### src/rtl/pipeline_hazard_unit.sv
// Hazard unit for a 5-stage pipeline: operand forwarding, load-use stalls and branch flushes.
// Define HAZARD_STATS_EN to add the saturating o_stall_count / o_flush_count statistics ports.
module pipeline_hazard_unit #(
    parameter int unsigned REG_AW       = 5,
    parameter int unsigned STALL_CYCLES = 1,
    parameter int unsigned FLUSH_CYCLES = 1,
    parameter int unsigned CNT_W        = 16
) (
    input  logic              i_clock,
    input  logic              i_reset,
    input  logic              i_id_valid,
    input  logic [REG_AW-1:0] i_id_rs,
    input  logic [REG_AW-1:0] i_id_rt,
    input  logic [REG_AW-1:0] i_id_dest,
    input  logic              i_id_reg_write,
    input  logic              i_id_mem_read,
    input  logic              i_branch_taken,
    output logic [1:0]        o_forward_a,
    output logic [1:0]        o_forward_b,
    output logic              o_stall,
    output logic              o_bubble_idex,
    output logic              o_flush_ifid,
    output logic              o_flush_idex,
    output logic              o_flush_exmem
`ifdef HAZARD_STATS_EN
    ,
    output logic [CNT_W-1:0]  o_stall_count,
    output logic [CNT_W-1:0]  o_flush_count
`endif
);

    localparam int unsigned SEQ_W = 3;

    typedef struct packed {
        logic              valid;
        logic [REG_AW-1:0] rs;
        logic [REG_AW-1:0] rt;
        logic [REG_AW-1:0] dest;
        logic              reg_write;
        logic              mem_read;
    } slot_t;

    localparam slot_t SLOT_BUBBLE = '0;

    typedef enum logic [1:0] {
        ST_RUN,
        ST_STALL,
        ST_FLUSH
    } state_t;

    state_t            r_state;
    logic [SEQ_W-1:0]  r_cnt;
    slot_t             r_ex;
    slot_t             r_mem;
    slot_t             r_wb;

    slot_t             w_id;
    logic              w_load_use;
    logic              w_stall;
    logic              w_flush_ifid;
    logic              w_flush_idex;
    logic              w_flush_exmem;
    logic [1:0]        w_forward_a;
    logic [1:0]        w_forward_b;

    // Newest producer (MEM) wins over the older one (WB); r0 never forwards.
    function automatic logic [1:0] fwd_sel(input slot_t mem, input slot_t wb,
                                           input logic [REG_AW-1:0] src);
        logic [1:0] sel;
        sel = 2'b00;
        if (wb.valid && wb.reg_write && (wb.dest != '0) && (wb.dest == src)) begin
            sel = 2'b01;
        end
        if (mem.valid && mem.reg_write && (mem.dest != '0) && (mem.dest == src)) begin
            sel = 2'b10;
        end
        return sel;
    endfunction

    always_comb begin
        w_id           = SLOT_BUBBLE;
        w_id.valid     = i_id_valid;
        w_id.rs        = i_id_rs;
        w_id.rt        = i_id_rt;
        w_id.dest      = i_id_dest;
        w_id.reg_write = i_id_reg_write;
        w_id.mem_read  = i_id_mem_read;
    end

    assign w_load_use = r_ex.valid && r_ex.mem_read && (r_ex.dest != '0) && i_id_valid &&
                        ((r_ex.dest == i_id_rs) || (r_ex.dest == i_id_rt));

    assign w_forward_a = fwd_sel(r_mem, r_wb, r_ex.rs);
    assign w_forward_b = fwd_sel(r_mem, r_wb, r_ex.rt);

    // A taken branch overrides any stall; FLUSH keeps only the fetch slot cleared.
    always_comb begin
        w_stall       = 1'b0;
        w_flush_ifid  = 1'b0;
        w_flush_idex  = 1'b0;
        w_flush_exmem = 1'b0;
        if (i_branch_taken) begin
            w_flush_ifid  = 1'b1;
            w_flush_idex  = 1'b1;
            w_flush_exmem = 1'b1;
        end else begin
            case (r_state)
                ST_RUN:   w_stall      = w_load_use;
                ST_STALL: w_stall      = 1'b1;
                ST_FLUSH: w_flush_ifid = 1'b1;
                default:  w_stall      = 1'b0;
            endcase
        end
    end

    // Outputs are forced low while reset is held, whatever the inputs do.
    assign o_forward_a   = i_reset ? w_forward_a : 2'b00;
    assign o_forward_b   = i_reset ? w_forward_b : 2'b00;
    assign o_stall       = i_reset & w_stall;
    assign o_bubble_idex = i_reset & w_stall;
    assign o_flush_ifid  = i_reset & w_flush_ifid;
    assign o_flush_idex  = i_reset & w_flush_idex;
    assign o_flush_exmem = i_reset & w_flush_exmem;

    // Shadow copies of the EX, MEM and WB pipeline registers.
    always_ff @(posedge i_clock or negedge i_reset) begin
        if (!i_reset) begin
            r_ex  <= SLOT_BUBBLE;
            r_mem <= SLOT_BUBBLE;
            r_wb  <= SLOT_BUBBLE;
        end else begin
            r_wb  <= r_mem;
            r_mem <= w_flush_exmem ? SLOT_BUBBLE : r_ex;
            if (i_id_valid && !w_stall && !w_flush_idex) begin
                r_ex <= w_id;
            end else begin
                r_ex <= SLOT_BUBBLE;
            end
        end
    end

    // Sequencer: r_cnt holds the cycles still to run in STALL or FLUSH.
    always_ff @(posedge i_clock or negedge i_reset) begin
        if (!i_reset) begin
            r_state <= ST_RUN;
            r_cnt   <= '0;
        end else if (i_branch_taken) begin
            if (FLUSH_CYCLES > 1) begin
                r_state <= ST_FLUSH;
                r_cnt   <= SEQ_W'(FLUSH_CYCLES - 1);
            end else begin
                r_state <= ST_RUN;
                r_cnt   <= '0;
            end
        end else begin
            case (r_state)
                ST_RUN: begin
                    if (w_load_use && (STALL_CYCLES > 1)) begin
                        r_state <= ST_STALL;
                        r_cnt   <= SEQ_W'(STALL_CYCLES - 1);
                    end
                end
                ST_STALL, ST_FLUSH: begin
                    if (r_cnt <= SEQ_W'(1)) begin
                        r_state <= ST_RUN;
                        r_cnt   <= '0;
                    end else begin
                        r_cnt <= r_cnt - SEQ_W'(1);
                    end
                end
                default: begin
                    r_state <= ST_RUN;
                    r_cnt   <= '0;
                end
            endcase
        end
    end

`ifdef HAZARD_STATS_EN
    logic [CNT_W-1:0] r_stall_count;
    logic [CNT_W-1:0] r_flush_count;

    // Saturating event counters.
    always_ff @(posedge i_clock or negedge i_reset) begin
        if (!i_reset) begin
            r_stall_count <= '0;
            r_flush_count <= '0;
        end else begin
            if (w_stall && (r_stall_count != '1)) begin
                r_stall_count <= r_stall_count + CNT_W'(1);
            end
            if (i_branch_taken && (r_flush_count != '1)) begin
                r_flush_count <= r_flush_count + CNT_W'(1);
            end
        end
    end

    assign o_stall_count = r_stall_count;
    assign o_flush_count = r_flush_count;
`else
    logic w_unused_cnt;
    assign w_unused_cnt = (CNT_W == 0);
`endif

    // Source fields and load flag are carried into WB for visibility only.
    logic w_unused;
    assign w_unused = ^{r_wb.rs, r_wb.rt, r_wb.mem_read};

endmodule

### config.mk
export PLATFORM = sky130hd
export DESIGN_NAME = pipeline_hazard_unit
export DESIGN_NICKNAME = d
export VERILOG_FILES = /design/src/rtl/pipeline_hazard_unit.sv
export SDC_FILE = /design/constraint.sdc
export NUM_CORES = 1
export LEC_CHECK = 0
export CAP_MARGIN = 20
export CORE_UTILIZATION = 54
export DETAILED_ROUTE_END_ITERATION = 6
export HOLD_SLACK_MARGIN = 0.06
export PLACE_DENSITY = 0.86
export RECOVER_POWER = 25
export SLEW_MARGIN = 20
export SYNTH_ARGS = -nofsm -noshare
export SYNTH_HDL_FRONTEND = slang
export SYNTH_SLANG_ARGS = --single-unit
### constraint.sdc
create_clock -name i_clock -period 3.8 [get_ports i_clock]
set_input_delay 1.14 -clock i_clock [delete_from_list [all_inputs] [get_ports i_clock]]
set_output_delay 1.14 -clock i_clock [all_outputs]
set_load 0.02 [all_outputs]
==> out/results.txt <==
share of cells above drive strength 1 -> 11.7%
Setup CP Type -> in -> out
drt first pass iters -> 4
clock-pin slew on the worst setup and hold paths -> 0.08 ns
detailed-route via count -> 1080
sequential area share after synthesis -> 53.7%
wire length of the first global-routing pass -> 4.60 mm
Die X -> 54.6 um
worst vdd ir -> 0.000336 V
Unique masters post-synth -> 23
Die Y -> 54.6 um
number of global-route vias before repair -> 1113
clock skew -> 0.00948 ns
synth cell count leaders -> dfrtp_1 (32), nand2_1 (19), a21oi_1 (17)
synthesized area -> 0.00149 sq mm
Net Count, Synth -> 158
TNS Setup -> 0 ns
number of clock sinks -> 32
PostCTS Resize Cnt -> 16
CP endpoint kind -> output port
Leak -> 0.899 nW
Final GP Congestion -> 0.892
fmax -> 268 MHz
Final setup viols -> 0
# IOs -> 30
H-tree depth -> 2
TritonCTS clock tree -> yes
Post-synth top flop -> dfrtp_1
n_diodes -> 0
Tcrit/Tclk final -> 98.1%
Post-DP Area -> 0.00181 sq mm
post-detailed-route count of antenna-violating nets -> 0
Iteration-0 DRC Markers -> 19
mean post-synth cell area -> 10.9 sq um
FP Rows -> 18
Post-synth EDFFs -> 0
Slew Limit Fails -> 0
WL/cell -> 13.9 um
die area -> 0.00298 sq mm
design area -> 0.00186 sq mm
#FFs+latches synth -> 32
CTS Buf Count -> 5
Finished Layout Cells -> 201
Post-synth ARST share -> 100%
Synth top area share -> 53.7%
class of the worst hold path -> reg -> reg
vias per cell -> 5.37
CTS max path bufs -> 2
Worst Tran Pin Value -> 0.449 ns
core area -> 0.00254 sq mm
Post-CTS Hold Buffers -> 0
WP data arrival -> 2.59 ns
PwrDens -> 334 mW/mm^2
MaxCap Viol Count -> 0
count leader, synth -> dfrtp_1
Synth area leaders -> dfrtp_1 (54%), xnor2_1 (9.4%), xor2_1 (8.2%)
multi-input logic area -> 648 sq um
total wire length -> 2.80 mm
worst-path fanout max -> 2
Initial Util -> 58.6%
Skew-Pair Late Insertion Delay -> 0.33 ns
reg2reg start -> r_ex[2]
Port-buffer cells -> 29
Total Routing Usage GR -> 23.5%
setup ws final -> 0.0714 ns
Syn Inst Count -> 137
Reg area -> 801 sq um
status -> finished clean
Tmin final -> 3.73 ns
fin nets -> 192
Req. time, crit path -> 2.66 ns
placed instance count -> 194
post-CTS setup buffer count -> 0
Yosys top cell by area -> dfrtp_1
crit path launch type -> input port
Root Driver -> clkbuf_4
largest net degree at the start of global routing -> 37
Area Overhead vs Synth -> 24.7%
Fill cells -> 171
DRC -> 0
total grt overflow -> 0
Hold Crit Start -> r_mem[17]
RSZ-0062 raised after global routing -> no
crit path launch -> i_id_rs[0]
Final HPWL DP -> 2.16 mm
Final Hold Vio Count -> 0
Slew headroom -> 69.8%
initial antenna violation count -> 0
Post-Place Worst Slack -> -0.499 ns
synth warn -> 0
-- final timing paths --
| path | endpoint | slack (ns) | cells after the start |
|---|---|---|---|
| worst max-delay path | o_bubble_idex | 0.07 | 6 |
| worst min-delay path | r_wb[17] | 0.40 | 0 |
| worst max register to register | r_ex[16] | 2.39 | 5 |
| worst min register to register | r_wb[17] | 0.40 | 0 |
| max in group asynchronous | r_wb[17] | 2.64 | 2 |
| min in group asynchronous | r_ex[3] | 0.98 | 2 |
-- metrics by stage --
stage / utilization, % / hold slack, ns / power (W)
after floorplan: - / 0.371 / 0.000409
after global placement: 71.3 / 0.391 / 0.000450
after detailed placement: 71.3 / 0.391 / 0.000453
after CTS: 73.1 / 0.410 / 0.000624
after global routing: 73.1 / 0.417 / 0.000648
final: 73.1 / 0.405 / 0.000621
-- cell families after synthesis --
logic type	count (synthesis)	share of synthesized area, %
AOI/OAI and AO/OA	22	9.06
buffers and inverters	7	2.85
and+or+nand+nor	46	16.8
xor gates and xnor gates	30	17.6
DFF	32	53.7
-- cell usage in the layout (no fill, tap or decap), types with 5 or more instances in the layout --
cell type	count
a21oi_1	17
clkbuf_4	5
clkdlybuf4s50_1	24
dfrtp_1	32
nand2_1	19
nand3_1	5
nor2b_1	8
xnor2_1	16
xor2_1	14
-- worst max-delay path, stage by stage --
cell and delay (ns):
clkdlybuf4s50_1 0.49, xnor2_1 0.14, nand3_1 0.11, o22ai_2 0.18
and3_1 0.19, dlygate4sd2_1 0.34
-- state kept, by name, indices dropped and copies added, names as in the netlist --
name   cells
r_ex      18
r_mem      7
r_wb       7
-- area by class of cell --
class	count	share of cell area (%)
sequential	32	43.1
multi-input combinational	98	34.9
timing repair buffer	34	17.6
clock buffer	6	2.22
tap	30	2.02
clock inverter	1	0.269
-- metal layers --
layer	vias to the layer above	GRT usage (%)	part of all wire [%]
met5	-	0	0
met4	0	14.5	3.1
met3	10	5.00	4.2
met2	39	42.1	52
met1	507	24.9	40
li1	524	-	-
-- power breakdown --
group / internal, W / total, W / switching, W
logic: 0.0000458 / 0.0000837 / 0.0000379
registers: 0.000352 / 0.000363 / 0.0000117
clock network: 0.0000680 / 0.000174 / 0.000106
total: 0.000466 / 0.000621 / 0.000155
No activity file was read; power rests on OpenSTA's default activity.
